File: config.mk
export PLATFORM = sky130hd
export DESIGN_NAME = wb_stage
export DESIGN_NICKNAME = d
export VERILOG_FILES = /design/src/rtl/wb_stage_pkg.sv /design/src/rtl/wb_stage_load_extract.sv /design/src/rtl/wb_stage.sv
export SDC_FILE = /design/constraint.sdc
export NUM_CORES = 1
export LEC_CHECK = 0
export CORE_ASPECT_RATIO = 1.2
export CORE_UTILIZATION = 44
export DETAILED_ROUTE_END_ITERATION = 16
export HOLD_SLACK_MARGIN = 0.12
export PLACE_DENSITY = 0.76
export SLEW_MARGIN = 10
export SYNTH_ARGS = -nofsm -noshare
export SYNTH_HDL_FRONTEND = slang
export SYNTH_SLANG_ARGS = --single-unit
File: constraint.sdc
create_clock -name clk -period 4.15 [get_ports clk]
set_input_delay 1.245 -clock clk [delete_from_list [all_inputs] [get_ports clk]]
set_output_delay 1.245 -clock clk [all_outputs]
set_load 0.01 [all_outputs]
File: src/rtl/wb_stage_pkg.sv
// Shared types and constants for the writeback stage: opcode classes,
// datapath width and the load funct3 width/sign codes.
package wb_stage_pkg;

    localparam int XLEN = 64;

    typedef enum logic [2:0] {
        OP_ALU    = 3'd0,
        OP_LOAD   = 3'd1,
        OP_STORE  = 3'd2,
        OP_BRANCH = 3'd3,
        OP_JAL    = 3'd4,
        OP_JALR   = 3'd5,
        OP_CSR    = 3'd6,
        OP_SYS    = 3'd7
    } opc_e;

    localparam logic [2:0] F3_LB  = 3'b000;
    localparam logic [2:0] F3_LH  = 3'b001;
    localparam logic [2:0] F3_LW  = 3'b010;
    localparam logic [2:0] F3_LD  = 3'b011;
    localparam logic [2:0] F3_LBU = 3'b100;
    localparam logic [2:0] F3_LHU = 3'b101;
    localparam logic [2:0] F3_LWU = 3'b110;

endpackage

File: src/rtl/wb_stage_load_extract.sv
// Load data extraction: shifts the aligned doubleword down by the byte
// offset and sign/zero-extends according to the load width code.
// Misaligned accesses are not detected; only the offset bits are used.
module load_extract
    import wb_stage_pkg::*;
(
    input  logic [XLEN-1:0] rdata,
    input  logic [2:0]      offset,
    input  logic [2:0]      funct3,
    output logic [XLEN-1:0] data
);

    logic [XLEN-1:0] shifted;

    assign shifted = rdata >> {offset, 3'b000};

    // Width select and extension of the shifted doubleword
    always_comb begin
        data = '0;
        case (funct3)
            F3_LB:   data = {{(XLEN-8){shifted[7]}},   shifted[7:0]};
            F3_LH:   data = {{(XLEN-16){shifted[15]}}, shifted[15:0]};
            F3_LW:   data = {{(XLEN-32){shifted[31]}}, shifted[31:0]};
            F3_LD:   data = shifted;
            F3_LBU:  data = {{(XLEN-8){1'b0}},  shifted[7:0]};
            F3_LHU:  data = {{(XLEN-16){1'b0}}, shifted[15:0]};
            F3_LWU:  data = {{(XLEN-32){1'b0}}, shifted[31:0]};
            default: data = '0;
        endcase
    end

endmodule

File: src/rtl/wb_stage.sv
// Writeback stage of the RV64 pipeline. Registers the MEM-stage result,
// selects the final writeback value and drives the register-file write
// port, the execute-stage forwarding tap and the retire interface.
// Optional feature macro: WB_INSTRET_EN enables the retired-instruction
// counter; without it instret is constant zero and no counter exists.
module wb_stage #(
    parameter int          XLEN     = 64,
    parameter logic [63:0] RESET_PC = 64'h0
) (
    input  logic                clk,
    input  logic                reset_n,
    input  logic                in_valid,
    output logic                in_ready,
    input  logic [XLEN-1:0]     in_pc,
    input  wb_stage_pkg::opc_e  in_op,
    input  logic [2:0]          in_funct3,
    input  logic [XLEN-1:0]     in_alu_result,
    input  logic [XLEN-1:0]     in_mem_rdata,
    input  logic [XLEN-1:0]     in_csr_rdata,
    input  logic [4:0]          in_rd,
    input  logic                in_reg_write,
    input  logic                stall,
    input  logic                flush,
    output logic                wb_en,
    output logic [4:0]          wb_addr,
    output logic [XLEN-1:0]     wb_data,
    output logic                fwd_valid,
    output logic                commit_valid,
    output logic [XLEN-1:0]     commit_pc,
    output logic [63:0]         instret
);

    import wb_stage_pkg::*;

    logic            valid_q;
    logic [XLEN-1:0] pc_q;
    opc_e            op_q;
    logic [2:0]      funct3_q;
    logic [XLEN-1:0] alu_q;
    logic [XLEN-1:0] rdata_q;
    logic [XLEN-1:0] csr_q;
    logic [4:0]      rd_q;
    logic            reg_write_q;

    logic            retire;
    logic            writes_rd;
    logic [XLEN-1:0] load_data;

    // Stage register: load on !stall, flush squashes only the incoming op
    always_ff @(posedge clk or negedge reset_n) begin
        if (!reset_n) begin
            valid_q     <= 1'b0;
            pc_q        <= RESET_PC[XLEN-1:0];
            op_q        <= OP_ALU;
            funct3_q    <= '0;
            alu_q       <= '0;
            rdata_q     <= '0;
            csr_q       <= '0;
            rd_q        <= '0;
            reg_write_q <= 1'b0;
        end else if (!stall) begin
            valid_q     <= in_valid && !flush;
            pc_q        <= in_pc;
            op_q        <= in_op;
            funct3_q    <= in_funct3;
            alu_q       <= in_alu_result;
            rdata_q     <= in_mem_rdata;
            csr_q       <= in_csr_rdata;
            rd_q        <= in_rd;
            reg_write_q <= in_reg_write;
        end
    end

    load_extract u_load_extract (
        .rdata  (rdata_q),
        .offset (alu_q[2:0]),
        .funct3 (funct3_q),
        .data   (load_data)
    );

    // Final result select from the registered fields
    always_comb begin
        wb_data = alu_q;
        case (op_q)
            OP_LOAD:         wb_data = load_data;
            OP_JAL, OP_JALR: wb_data = pc_q + XLEN'(4);
            OP_CSR:          wb_data = csr_q;
            default:         wb_data = alu_q;
        endcase
    end

    assign in_ready     = !stall;
    assign retire       = valid_q && !stall;
    // The forwarding tap ignores stall so execute can bypass a held result
    assign writes_rd    = valid_q && reg_write_q && (rd_q != 5'd0);
    assign fwd_valid    = writes_rd;
    assign wb_en        = writes_rd && !stall;
    assign wb_addr      = rd_q;
    assign commit_valid = retire;
    assign commit_pc    = pc_q;

`ifdef WB_INSTRET_EN
    logic [63:0] instret_q;

    // Retired-instruction counter, wraps naturally at 2^64
    always_ff @(posedge clk or negedge reset_n) begin
        if (!reset_n) begin
            instret_q <= '0;
        end else if (retire) begin
            instret_q <= instret_q + 64'd1;
        end
    end

    assign instret = instret_q;
`else
    assign instret = '0;
`endif

endmodule

==> results.txt <==
For this block, the routed nets add up to ~64 mm of wire. The number of fill cells is 2728. The launch instance of the worst min-delay path is csr_q[13]. The internal power summed over all cells is approximately 5800 uW.

The initial standard-cell utilization of the core is around 45%. The setup slack at placement came out at -144 ps. The final HPWL from detailed placement came out at between 40 and 50 mm.

The detailed-router iteration count before antenna repair came out at 6. The number of warnings printed during yosys synthesis is 0. The total power per unit cell area is 380 mW/mm^2. Yosys mapped the design onto between 70 and 80 distinct sky130hd cell types. In this design, the largest share of critical-path delay is due to simple AND/OR/NAND/NOR gates. The first-pass GRT wire length is 94.5 mm. The maximum number of pins on one net before global-route repair is between 150 and 200. The peak ir drop on the vdd network is a little under 0.0003 V.

The number of vias after detailed routing came out at around 15000. Sequential cells burn a little over a third of the power. The final routed DRC violation total came out at 0. The run finished, with violations left. The final layout contains about 2300 nets. The share of the clock period used by the worst path after layout came out at 105%.

The share of the synthesized area in the top cell type came out at between 40% and 50%. In this run the clock root is driven by a clkbuf_16. The slew at the pin closest to its max-slew limit is ~1300 ps. The final-report max-slew violation count is 0. The path with the worst hold slack has its endpoint at csr_q[13]. After detailed routing, the number of vias per cell comes to ~5.9. The longest clock path from root to sink contains 3 buffers.

Setup repair after global routing could not meet its margin everywhere. The worst clock skew on the final layout is 0 ps. The number of clock sinks seen by CTS is 269.

The endpoint identified for the worst register-to-register timing path is alu_q[1]. The worst setup path is captured at a primary output. The initial antenna violation count came out at 13. The total of max-cap violations came out at 0. The time the worst path needs with I/O delays and setup is about 4300 ps. The leakage power came out at slightly above 0.009 uW. The count of endpoints failing setup in the final report is 35. The predominant post-synthesis flop cell is dfrtp_1. The synthesized design spends more area on one cell type than any other, namely dfrtp_1. In this run the tightest slew margin relative to its limit is between 10% and 20%. The count of buffers inserted at the top-level ports came out at about 410. The final reports fail on setup timing. The net switching fraction of the power came out at about a third.

After synthesis, flip-flops and latches occupy ~43% of the total area. The number of clock buffers inserted by TritonCTS came out at 29. The number of placement rows is 74. Measured along the x axis, the die boundary spans about 170 um. The average routed wire per standard cell came out at ~26 um. Traced cell by cell, the critical path runs through nand4_4 > or3_4 > or4_4 > buf_6 > o31a_1 > o21ai_2 > a31oi_2 > buf_2. The highest clock rate came out at 230 MHz. The switching power summed over all nets is 2800 uW. Data on the critical path arrives at its endpoint at about 3100 ps. TritonCTS built the clock tree. The design draws 8600 uW. The aggregate global-route resource usage came out at 35.0%. In this run the critical register-to-register path is launched from alu_q[1]. The congestion estimate from routability-driven global placement came to 0.976. The insertion delay to the later sink of the worst-skew pair is approximately 560 ps. The detailed router finished its first iteration with between 1000 and 1500 violations. The class of the most critical setup path is reg2out. The mean instance size in the synthesized netlist came out at 10.8 um^2. The number of top-level pins came out at between 400 and 500. The highest cell delay on the worst timing path is ~570 ps.

The largest individual stage delay along the critical path comes from the cell or4_4. The cell area that synthesis handed to floorplanning was roughly 0.015 mm^2. Cells with a size suffix above 1 make up a little over a third of the layout. The number of register bits inferred by synthesis is roughly 270. In the synthesized netlist the async set-or-reset flop fraction comes to 100%. The setup check on the worst reg-to-reg path leaves a slack of around 2700 ps.

Clock-pin slew was measured on the worst setup and hold paths at 60 ps. The smallest setup slack after layout is -194 ps. The required time reported for the critical path endpoint came out at approximately 2900 ps.

Measured along the y axis, the die boundary spans between 200 and 250 um. In the post-synthesis netlist, the biggest area contributors are dfrtp_1, mux2_2, mux2i_1. In this run, the clock network consumes a little under a third of the power. The number of nets with antenna violations after detailed routing is 0. The area added between synthesis and finish came out at 46.2%. The part of the total power dissipated in combinational logic came out at roughly a third. The hold violation count in the final report came out at 0. The critical path contains buffers and inverters numbering 2 combined. The total overflow left after global routing is 0. The kind of path behind the tightest hold check is reg2reg.

The worst setup path is launched from a register. The number of flops mapped to enable cells by yosys came out at 0. Counting instances, the worst hold path has a depth of 1. The post-cts hold buffer count is 0.

The peak fanout along the critical path is 6. The die area came out at approximately 0.036 mm^2. The H-tree level count came out at 1. The number of standard cells after synthesis is roughly 1400. The number of cells traversed by the worst register-to-register path is 4.

The core area is between 0.03 and 0.04 mm^2. The number of global-route vias before repair came out at about 15000.
[registers in the layout (all words and copies together) (netlist names)]
signal / cells
rdata_q: 64
valid_q: 1
alu_q: 64
csr_q: 64
commit_pc: 64
reg_write_q: 1
op_q: 3
funct3_q: 3
wb_addr: 5
[cell usage after synthesis, drive strengths merged, types with 15 or more instances]
| master | n |
|---|---|
| o21ai | 69 |
| a21oi | 73 |
| nor2 | 82 |
| xor2 | 16 |
| mux2 | 273 |
| nand2 | 78 |
| buf | 96 |
| xnor2 | 16 |
| nor4 | 22 |
| dfrtp | 269 |
| nor2b | 19 |
| clkbuf | 67 |
| mux2i | 53 |
| a211oi | 21 |
| and3 | 15 |
| a221oi | 25 |
| nand4 | 21 |
| nand3 | 37 |
[cells by family after synthesis]
kind of cell	share of synthesized area, %
buffers and inverters	6.16
XOR/XNOR	1.81
adder cells (fa/ha/maj)	0.0808
other	0.0242
multiplexers	25.0
AO/OA/AOI/OAI	12.4
AND/OR/NAND/NOR	11.0
flip-flops	43.5
[placed cells by master (no fill, tap or decap), types with 18 or more instances in the layout]
master | Yosys | routed
clkdlybuf4s50_1 | 0 | 343
mux2_2 | 273 | 273
dfrtp_1 | 269 | 259
buf_4 | 66 | 198
nor2_1 | 82 | 77
nand2_1 | 78 | 73
a21oi_1 | 73 | 64
conb_1 | 1 | 64
mux2i_1 | 53 | 50
o21ai_0 | 65 | 42
nand3_1 | 37 | 35
clkbuf_16 | 0 | 30
buf_2 | 12 | 25
o21ai_1 | 4 | 19
nand4_1 | 19 | 19
a221oi_1 | 25 | 19
a211oi_1 | 21 | 18
[through the flow]
stage / hold slack [ps] / utilization (%) / area (um^2) / TNS (ps) / std cells
final: 506 / 65.9 / 22600 / -3220 / 2489
after global routing: 515 / 65.9 / 22600 / -6560 / 2489
after CTS: 502 / 65.1 / 22300 / -2250 / 2460
after detailed placement: 488 / 60.7 / 20900 / -335 / 2376
after global placement: 481 / 60.7 / 20900 / -351 / 2376
after floorplan: 467 / - / 15700 / 0 / 1502
[routing by layer]
layer	share of wire (%)	global-route usage [%]	vias to the layer above	wire length (um)
li1	-	-	6327	-
met1	38	42.2	7249	24500
met2	49	59.6	787	31400
met3	6.1	4.34	204	3900
met4	6.9	21.9	0	4460
met5	0	0	-	0
[power by group through the flow]
stage / Combinational, uW / Clock (uW) / Sequential [uW]
2_1_floorplan: 1190 / 0 / 3130
3_3_place_gp: 2640 / 0 / 3150
3_5_place_dp: 2650 / 0 / 3160
4_1_cts: 2710 / 2700 / 3120
5_1_grt: 2940 / 2800 / 3150
6_report: 2800 / 2670 / 3130
[area by class of cell]
cell class,count,area [um^2],area share [%]
sequential,269,6740,29.8
inverter,13,48.8,0.216
tap,456,571,2.52
clock inverter,17,180,0.796
timing repair buffer,627,5790,25.6
antenna,13,32.5,0.144
clock buffer,36,782,3.45
multi-input combinational,1058,8500,37.5
[how the worst max path moves through the flow]
stage / from / end / slack, ps / cells after the start
after floorplan: stall / wb_en / 460 / 5
after global placement: commit_pc[22] / wb_data[48] / -150 / 7
final: commit_pc[21] / wb_data[56] / -190 / 8
after detailed placement: commit_pc[22] / wb_data[56] / -140 / 7
after global routing: alu_q[1] / wb_data[33] / -260 / 11
after CTS: commit_pc[20] / wb_data[44] / -210 / 8
[what timing repair did]
action	4_1_cts	5_1_grt
buffers inserted	28	17
resized for setup	283	76
endpoints found under the setup margin	64	59
pin swaps	45	42
cloned	3	1
(Power assumes the default switching activity.)
